$ cat src/rtl/pipe_stage_latch.sv
// ---------------------------------------------------------------------------
// pipe_stage_latch
//
// Reusable handshaked pipeline-stage register placed between every pair of
// pipeline stages (fetch/decode, decode/execute, execute/memory,
// memory/writeback). It carries an opaque control bundle and data bundle
// with valid/ready flow control, synchronous flush, NOP insertion on
// bubbles and a saturating back-pressure (stall) counter.
//
// Build option:
//   PIPE_LATCH_SKID_EN  when defined, adds a second (skid) entry and a FULL
//                       state so the stage can absorb one extra entry under
//                       back-pressure. in_ready then comes from a flop, so
//                       there is no combinational out_ready -> in_ready path.
//                       When undefined, the stage holds a single entry and
//                       in_ready = !out_valid | out_ready (combinational).
//
// Parameters:
//   CTRL_W  control bundle width (memRead, memWrite, halt, link, jump, ...)
//   DATA_W  data bundle width (aluOut, read data, immExt, writeRegSel, ...)
//   CNT_W   stall counter width
//
// Ports:
//   clk        clock, all state updates on the rising edge
//   rst        asynchronous active-low reset, clears all state
//   flush      synchronous squash of every held entry (dominates all events)
//   in_valid   upstream presents an entry
//   in_ready   stage accepts an entry this cycle
//   in_ctrl    upstream control bundle
//   in_data    upstream data bundle
//   out_valid  entry presented downstream (registered)
//   out_ready  downstream consumes the entry this cycle
//   out_ctrl   downstream control bundle, all-zero (NOP) while out_valid=0
//   out_data   downstream data bundle, holds its last loaded value
//   stall_cnt  saturating count of cycles with out_valid=1 and out_ready=0
// ---------------------------------------------------------------------------
module pipe_stage_latch #(
   parameter int CTRL_W = 8,
   parameter int DATA_W = 67,
   parameter int CNT_W  = 16
) (
   input  logic              clk,
   input  logic              rst,
   input  logic              flush,
   input  logic              in_valid,
   output logic              in_ready,
   input  logic [CTRL_W-1:0] in_ctrl,
   input  logic [DATA_W-1:0] in_data,
   output logic              out_valid,
   input  logic              out_ready,
   output logic [CTRL_W-1:0] out_ctrl,
   output logic [DATA_W-1:0] out_data,
   output logic [CNT_W-1:0]  stall_cnt
);

   localparam logic [1:0] ST_EMPTY = 2'd0;
   localparam logic [1:0] ST_MAIN  = 2'd1;
   localparam logic [1:0] ST_FULL  = 2'd2;

   // Saturating increment: holds at all-ones instead of wrapping to zero.
   function automatic logic [CNT_W-1:0] sat_inc(input logic [CNT_W-1:0] v);
      if (&v) begin
         return v;
      end
      return v + CNT_W'(1);
   endfunction

   logic [1:0]        state;
   logic [1:0]        state_nxt;
   logic              vld_p1;
   logic              in_fire;
   logic              out_fire;
   logic              load_main;
   logic [CTRL_W-1:0] main_ctrl_p1;
   logic [DATA_W-1:0] main_data_p1;

`ifdef PIPE_LATCH_SKID_EN
   logic              load_skid;
   logic              main_from_skid;
   logic              in_rdy_q;
   logic [CTRL_W-1:0] skid_ctrl_p0;
   logic [DATA_W-1:0] skid_data_p0;
`endif

   assign vld_p1   = (state != ST_EMPTY);
   assign in_fire  = in_valid & in_ready;
   assign out_fire = vld_p1 & out_ready;

`ifdef PIPE_LATCH_SKID_EN
   // Registered ready: low exactly while both entries are occupied.
   assign in_ready = in_rdy_q;
`else
   // Single entry: a new entry fits if the slot is empty or is being drained.
   assign in_ready = ~vld_p1 | out_ready;
`endif

   // Next-state and load-enable decode. Flush wins over every other event
   // and drops any entry handed over in the same cycle.
   always_comb begin
      state_nxt = state;
      load_main = 1'b0;
`ifdef PIPE_LATCH_SKID_EN
      load_skid      = 1'b0;
      main_from_skid = 1'b0;
`endif
      if (flush) begin
         state_nxt = ST_EMPTY;
      end else begin
         case (state)
            ST_EMPTY: begin
               if (in_fire) begin
                  state_nxt = ST_MAIN;
                  load_main = 1'b1;
               end
            end
            ST_MAIN: begin
`ifdef PIPE_LATCH_SKID_EN
               if (in_fire && out_ready) begin
                  load_main = 1'b1;
               end else if (in_fire) begin
                  // Downstream stalled: park the new entry behind MAIN.
                  state_nxt = ST_FULL;
                  load_skid = 1'b1;
               end else if (out_fire) begin
                  state_nxt = ST_EMPTY;
               end
`else
               // in_fire implies out_ready here, so MAIN is replaced in place.
               if (in_fire) begin
                  load_main = 1'b1;
               end else if (out_fire) begin
                  state_nxt = ST_EMPTY;
               end
`endif
            end
`ifdef PIPE_LATCH_SKID_EN
            ST_FULL: begin
               if (out_fire) begin
                  state_nxt      = ST_MAIN;
                  main_from_skid = 1'b1;
               end
            end
`endif
            default: begin
               state_nxt = ST_EMPTY;
            end
         endcase
      end
   end

   always_ff @(posedge clk or negedge rst) begin
      if (!rst) begin
         state <= ST_EMPTY;
      end else begin
         state <= state_nxt;
      end
   end

`ifdef PIPE_LATCH_SKID_EN
   always_ff @(posedge clk or negedge rst) begin
      if (!rst) begin
         in_rdy_q <= 1'b1;
      end else begin
         in_rdy_q <= (state_nxt != ST_FULL);
      end
   end

   // ---- stage p0: skid entry, filled only while downstream is stalled ----
   always_ff @(posedge clk or negedge rst) begin
      if (!rst) begin
         skid_ctrl_p0 <= '0;
         skid_data_p0 <= '0;
      end else if (load_skid) begin
         skid_ctrl_p0 <= in_ctrl;
         skid_data_p0 <= in_data;
      end
   end
`endif

   // ---- stage p1: main entry, drives the downstream outputs ----
   always_ff @(posedge clk or negedge rst) begin
      if (!rst) begin
         main_ctrl_p1 <= '0;
         main_data_p1 <= '0;
      end else if (load_main) begin
         main_ctrl_p1 <= in_ctrl;
         main_data_p1 <= in_data;
`ifdef PIPE_LATCH_SKID_EN
      end else if (main_from_skid) begin
         main_ctrl_p1 <= skid_ctrl_p0;
         main_data_p1 <= skid_data_p0;
`endif
      end
   end

   // Stall counter is cleared only by reset; flush leaves it alone.
   always_ff @(posedge clk or negedge rst) begin
      if (!rst) begin
         stall_cnt <= '0;
      end else if (vld_p1 && !out_ready) begin
         stall_cnt <= sat_inc(stall_cnt);
      end
   end

   assign out_valid = vld_p1;
   // Bubbles present a NOP control word; data is left as-is to save toggling.
   assign out_ctrl  = vld_p1 ? main_ctrl_p1 : '0;
   assign out_data  = main_data_p1;

endmodule

$ cat config.mk
export PLATFORM = sky130hd
export DESIGN_NAME = pipe_stage_latch
export DESIGN_NICKNAME = d
export VERILOG_FILES = /design/src/rtl/pipe_stage_latch.sv
export SDC_FILE = /design/constraint.sdc
export NUM_CORES = 1
export LEC_CHECK = 0
export BUFFER_PORTS_ARGS = -buffer_cell sky130_fd_sc_hd__buf_2
export CAP_MARGIN = 20
export CORE_MARGIN = 4
export CORE_UTILIZATION = 40
export DETAILED_ROUTE_END_ITERATION = 8
export GPL_ROUTABILITY_DRIVEN = 1
export GPL_TIMING_DRIVEN = 0
export PLACE_DENSITY_LB_ADDON = 0.12
export SLEW_MARGIN = 10
export SYNTH_ARGS = -nofsm -noshare
export SYNTH_HDL_FRONTEND = slang
export SYNTH_SLANG_ARGS = --single-unit
export TNS_END_PERCENT = 1
$ cat constraint.sdc
create_clock -name clk -period 3.05 [get_ports clk]
set_input_delay 0.61 -clock clk [delete_from_list [all_inputs] [get_ports clk]]
set_output_delay 0.61 -clock clk [all_outputs]
set_load 0.01 [all_outputs]
==> impl_metrics.ini <==
[run_status]
outcome = complete, no violations

[floorplan]
dieArea_sq_mm = 0.0108
coreArea_sq_mm = 0.00885
start_util_pct = 41.8
num_rows = 34
ios = 173
die_x_um = 104
die_h_um = 104

[placed_design]
port_buffers = 172
place_ws_ns = 0.942
place_congestion = 0.754
dp_hpwl_um = 6460

[synth]
yosysSeqAreaShare_pct = 62.3
synth.distinct_cells = 36
synth.top_cells.by_area = dfrtp_1 (62%), mux2_1 (15%), mux2_2 (7.6%), xnor2_1 (1.9%), and2_1 (1.4%)
synth_seq_cells = 92
yosys_warnings = 0
synth_area_sq_mm = 0.00370
synth_area_per_cell_sq_um = 15.0
post-synth-top-area-cell = dfrtp_1
synth_top_area_share_pct = 62.3
synth_nets = 327
synthCells = 246

[hold_path]
holdCritPathClass = input port to asynchronous set/reset pin

[timing]
max_freq_ghz = 0.514
fin_crit_ns = 1.94
rsz0062_at_grt = no
setup-violations-final = 0
relSlewSlack_pct = 60.6
hold_ws_ns = 0.258
hold_violations = 0
skew_ns = 0.00627
min_period_over_period_pct = 63.7
setup_tns_ns = 0
slew_violations = 0
worst_pin_slew_ns = 0.591
layout_setup_ws_ns = 1.11

[setup_path]
crit_path_max_fanout = 11
crit_type = flop to output port
required_ns = 2.44
arrival_ns = 1.33
max_stage_delay_ns = 0.54
cp_slowest_cell = dfrtp_1
crit_chain = and2b_4, inv_2, buf_2
crit_path_start_kind = flop
critical-path-top-delay-family = flip-flops
path_buf_inv = 2
worstSetupEndpointType = output port

[cells_and_area]
area_growth_pct = 33.6
final_cell_mix = buf_2 (173), dfrtp_1 (92), mux2_1 (50)
fillCellCount = 786
layout_commonest_cell = buf_2
nets = 511
antenna_cells = 0
fin_util_pct = 55.8
drive_gt1_share_pct = 53.6

[global_routing]
overflow = 0
antenna_found_initial = 0
grt_max_degree = 48
grt_pass1_wl_um = 13600
grt_pass1_vias = 2654
globalRouteTotalUtil_pct = 15.6

[drt]
avgViaCountPerCell = 4.80
ant_nets = 0
vias = 2607
first_pass_iters = 4
routed_wl_um = 8280
drt_iter0_drc = 30
wl_per_cell_um = 15.2
drc_errors = 0

[clocking]
postCtsSetupBuffers = 0
cts.sinks = 92
cts_resized = 0
hold_buffers = 0
insertion_delay_ns = 0.34
cts_max_level = 3
clk_pin_slew_ns = 0.09
numCtsBuffers = 9
cts_root_buf = clkbuf_8
clockBufferDepth = 2
cts_tree = yes

[pwr]
p_leak_uw = 0.00246
ir_worst_vdd_v = 0.000468
p_per_area_mw_per_mm2 = 623

[run]
max_cap_viol_count = 0
-- logic make-up (layout without fill, tap and decap cells) --
logic type,after synthesis,after routing,share of synthesized area (%)
flops,92,92,62.3
mux,76,76,23.2
simple gates,49,49,8.83
xor+xnor,10,10,2.37
buf+inv,10,199,1.69
compound gates,8,8,1.25
fa+ha+maj,1,1,0.338
-- report_power, final --
| part | total (uW) | leakage (uW) | internal [uW] | switching [uW] |
|---|---|---|---|---|
| logic | 656 | 0.00124 | 331 | 324 |
| clock network | 879 | 0.000104 | 467 | 412 |
| registers | 1540 | 0.00111 | 1420 | 119 |
-- sequential cells by signal (all words and copies together), names as in the netlist --
register,count
stall_cnt,16
main_ctrl_p1,8
state,1
out_data,67
-- per-stage QoR --
step                cells  instance area, sq um  total power, uW
global placement      526                  4690             2210
finish                543                  4940             3080
floorplan             246                  3700             1890
CTS                   543                  4940             3130
detailed placement    527                  4720             2240
global route          543                  4940             3270
-- cells in the mapped netlist --
master	n
and3_1	2
and4b_1	1
nor3b_4	1
a21oi_1	5
and3_2	2
nand3b_1	1
nand4_1	3
mux2_2	25
nor3_1	2
nor2_1	7
xor2_1	2
or4_4	1
buf_2	2
and2b_4	1
xnor2_1	8
a31oi_1	2
nor3_2	1
inv_1	1
nand4b_1	2
nor2b_1	1
inv_2	1
ha_1	1
and2_1	8
nor3b_2	1
nand4_2	1
mux2_4	1
nor4_2	1
a21oi_2	1
nor4_1	1
mux2_1	50
and4_1	1
and2_2	1
nand2_1	6
dfrtp_1	92
buf_4	6
nand3_1	4
-- worst register-to-register path, stage by stage (launching register included) --
cell     delay [ns]
dfrtp_1        0.50
and2b_4        0.25
nor3b_2        0.23
buf_4          0.24
buf_4          0.22
mux2_1         0.35
-- layout make-up --
type | instances | area [sq um] | share of cell area (%)
buffer | 8 | 55.1 | 1.11
clock buffer | 11 | 131 | 2.66
clock inverter | 5 | 85.1 | 1.72
inverter | 2 | 7.51 | 0.152
multi-input combinational | 144 | 1330 | 27.0
sequential | 92 | 2300 | 46.6
tap | 108 | 135 | 2.74
timing repair buffer | 173 | 891 | 18.0
-- worst paths after layout --
path / from / end / slack, ns / depth (start not counted)
worst max-delay path: state[0]$_DFFE_PN0P_ / in_ready / 1.11 / 3
worst min-delay path: rst / out_data[23]$_DFFE_PN0P_ / 0.26 / 1
worst max register to register: state[0]$_DFFE_PN0P_ / out_data[0]$_DFFE_PN0P_ / 1.13 / 5
worst min register to register: out_data[44]$_DFFE_PN0P_ / out_data[44]$_DFFE_PN0P_ / 0.48 / 1
max in group asynchronous: rst / stall_cnt[11]$_DFFE_PN0P_ / 2.17 / 2
min in group clk: flush / state[0]$_DFFE_PN0P_ / 0.44 / 2
-- routing by layer --
metal  vias to the layer above  share of wire (%)  global-route usage, %
met5                         -                  0                      0
li1                       1234                  -                      -
met4                         0                2.1                   5.79
met3                        15                7.4                   5.90
met2                       122                 47                   24.9
met1                      1236                 44                   19.3
(Power assumes the default switching activity.)
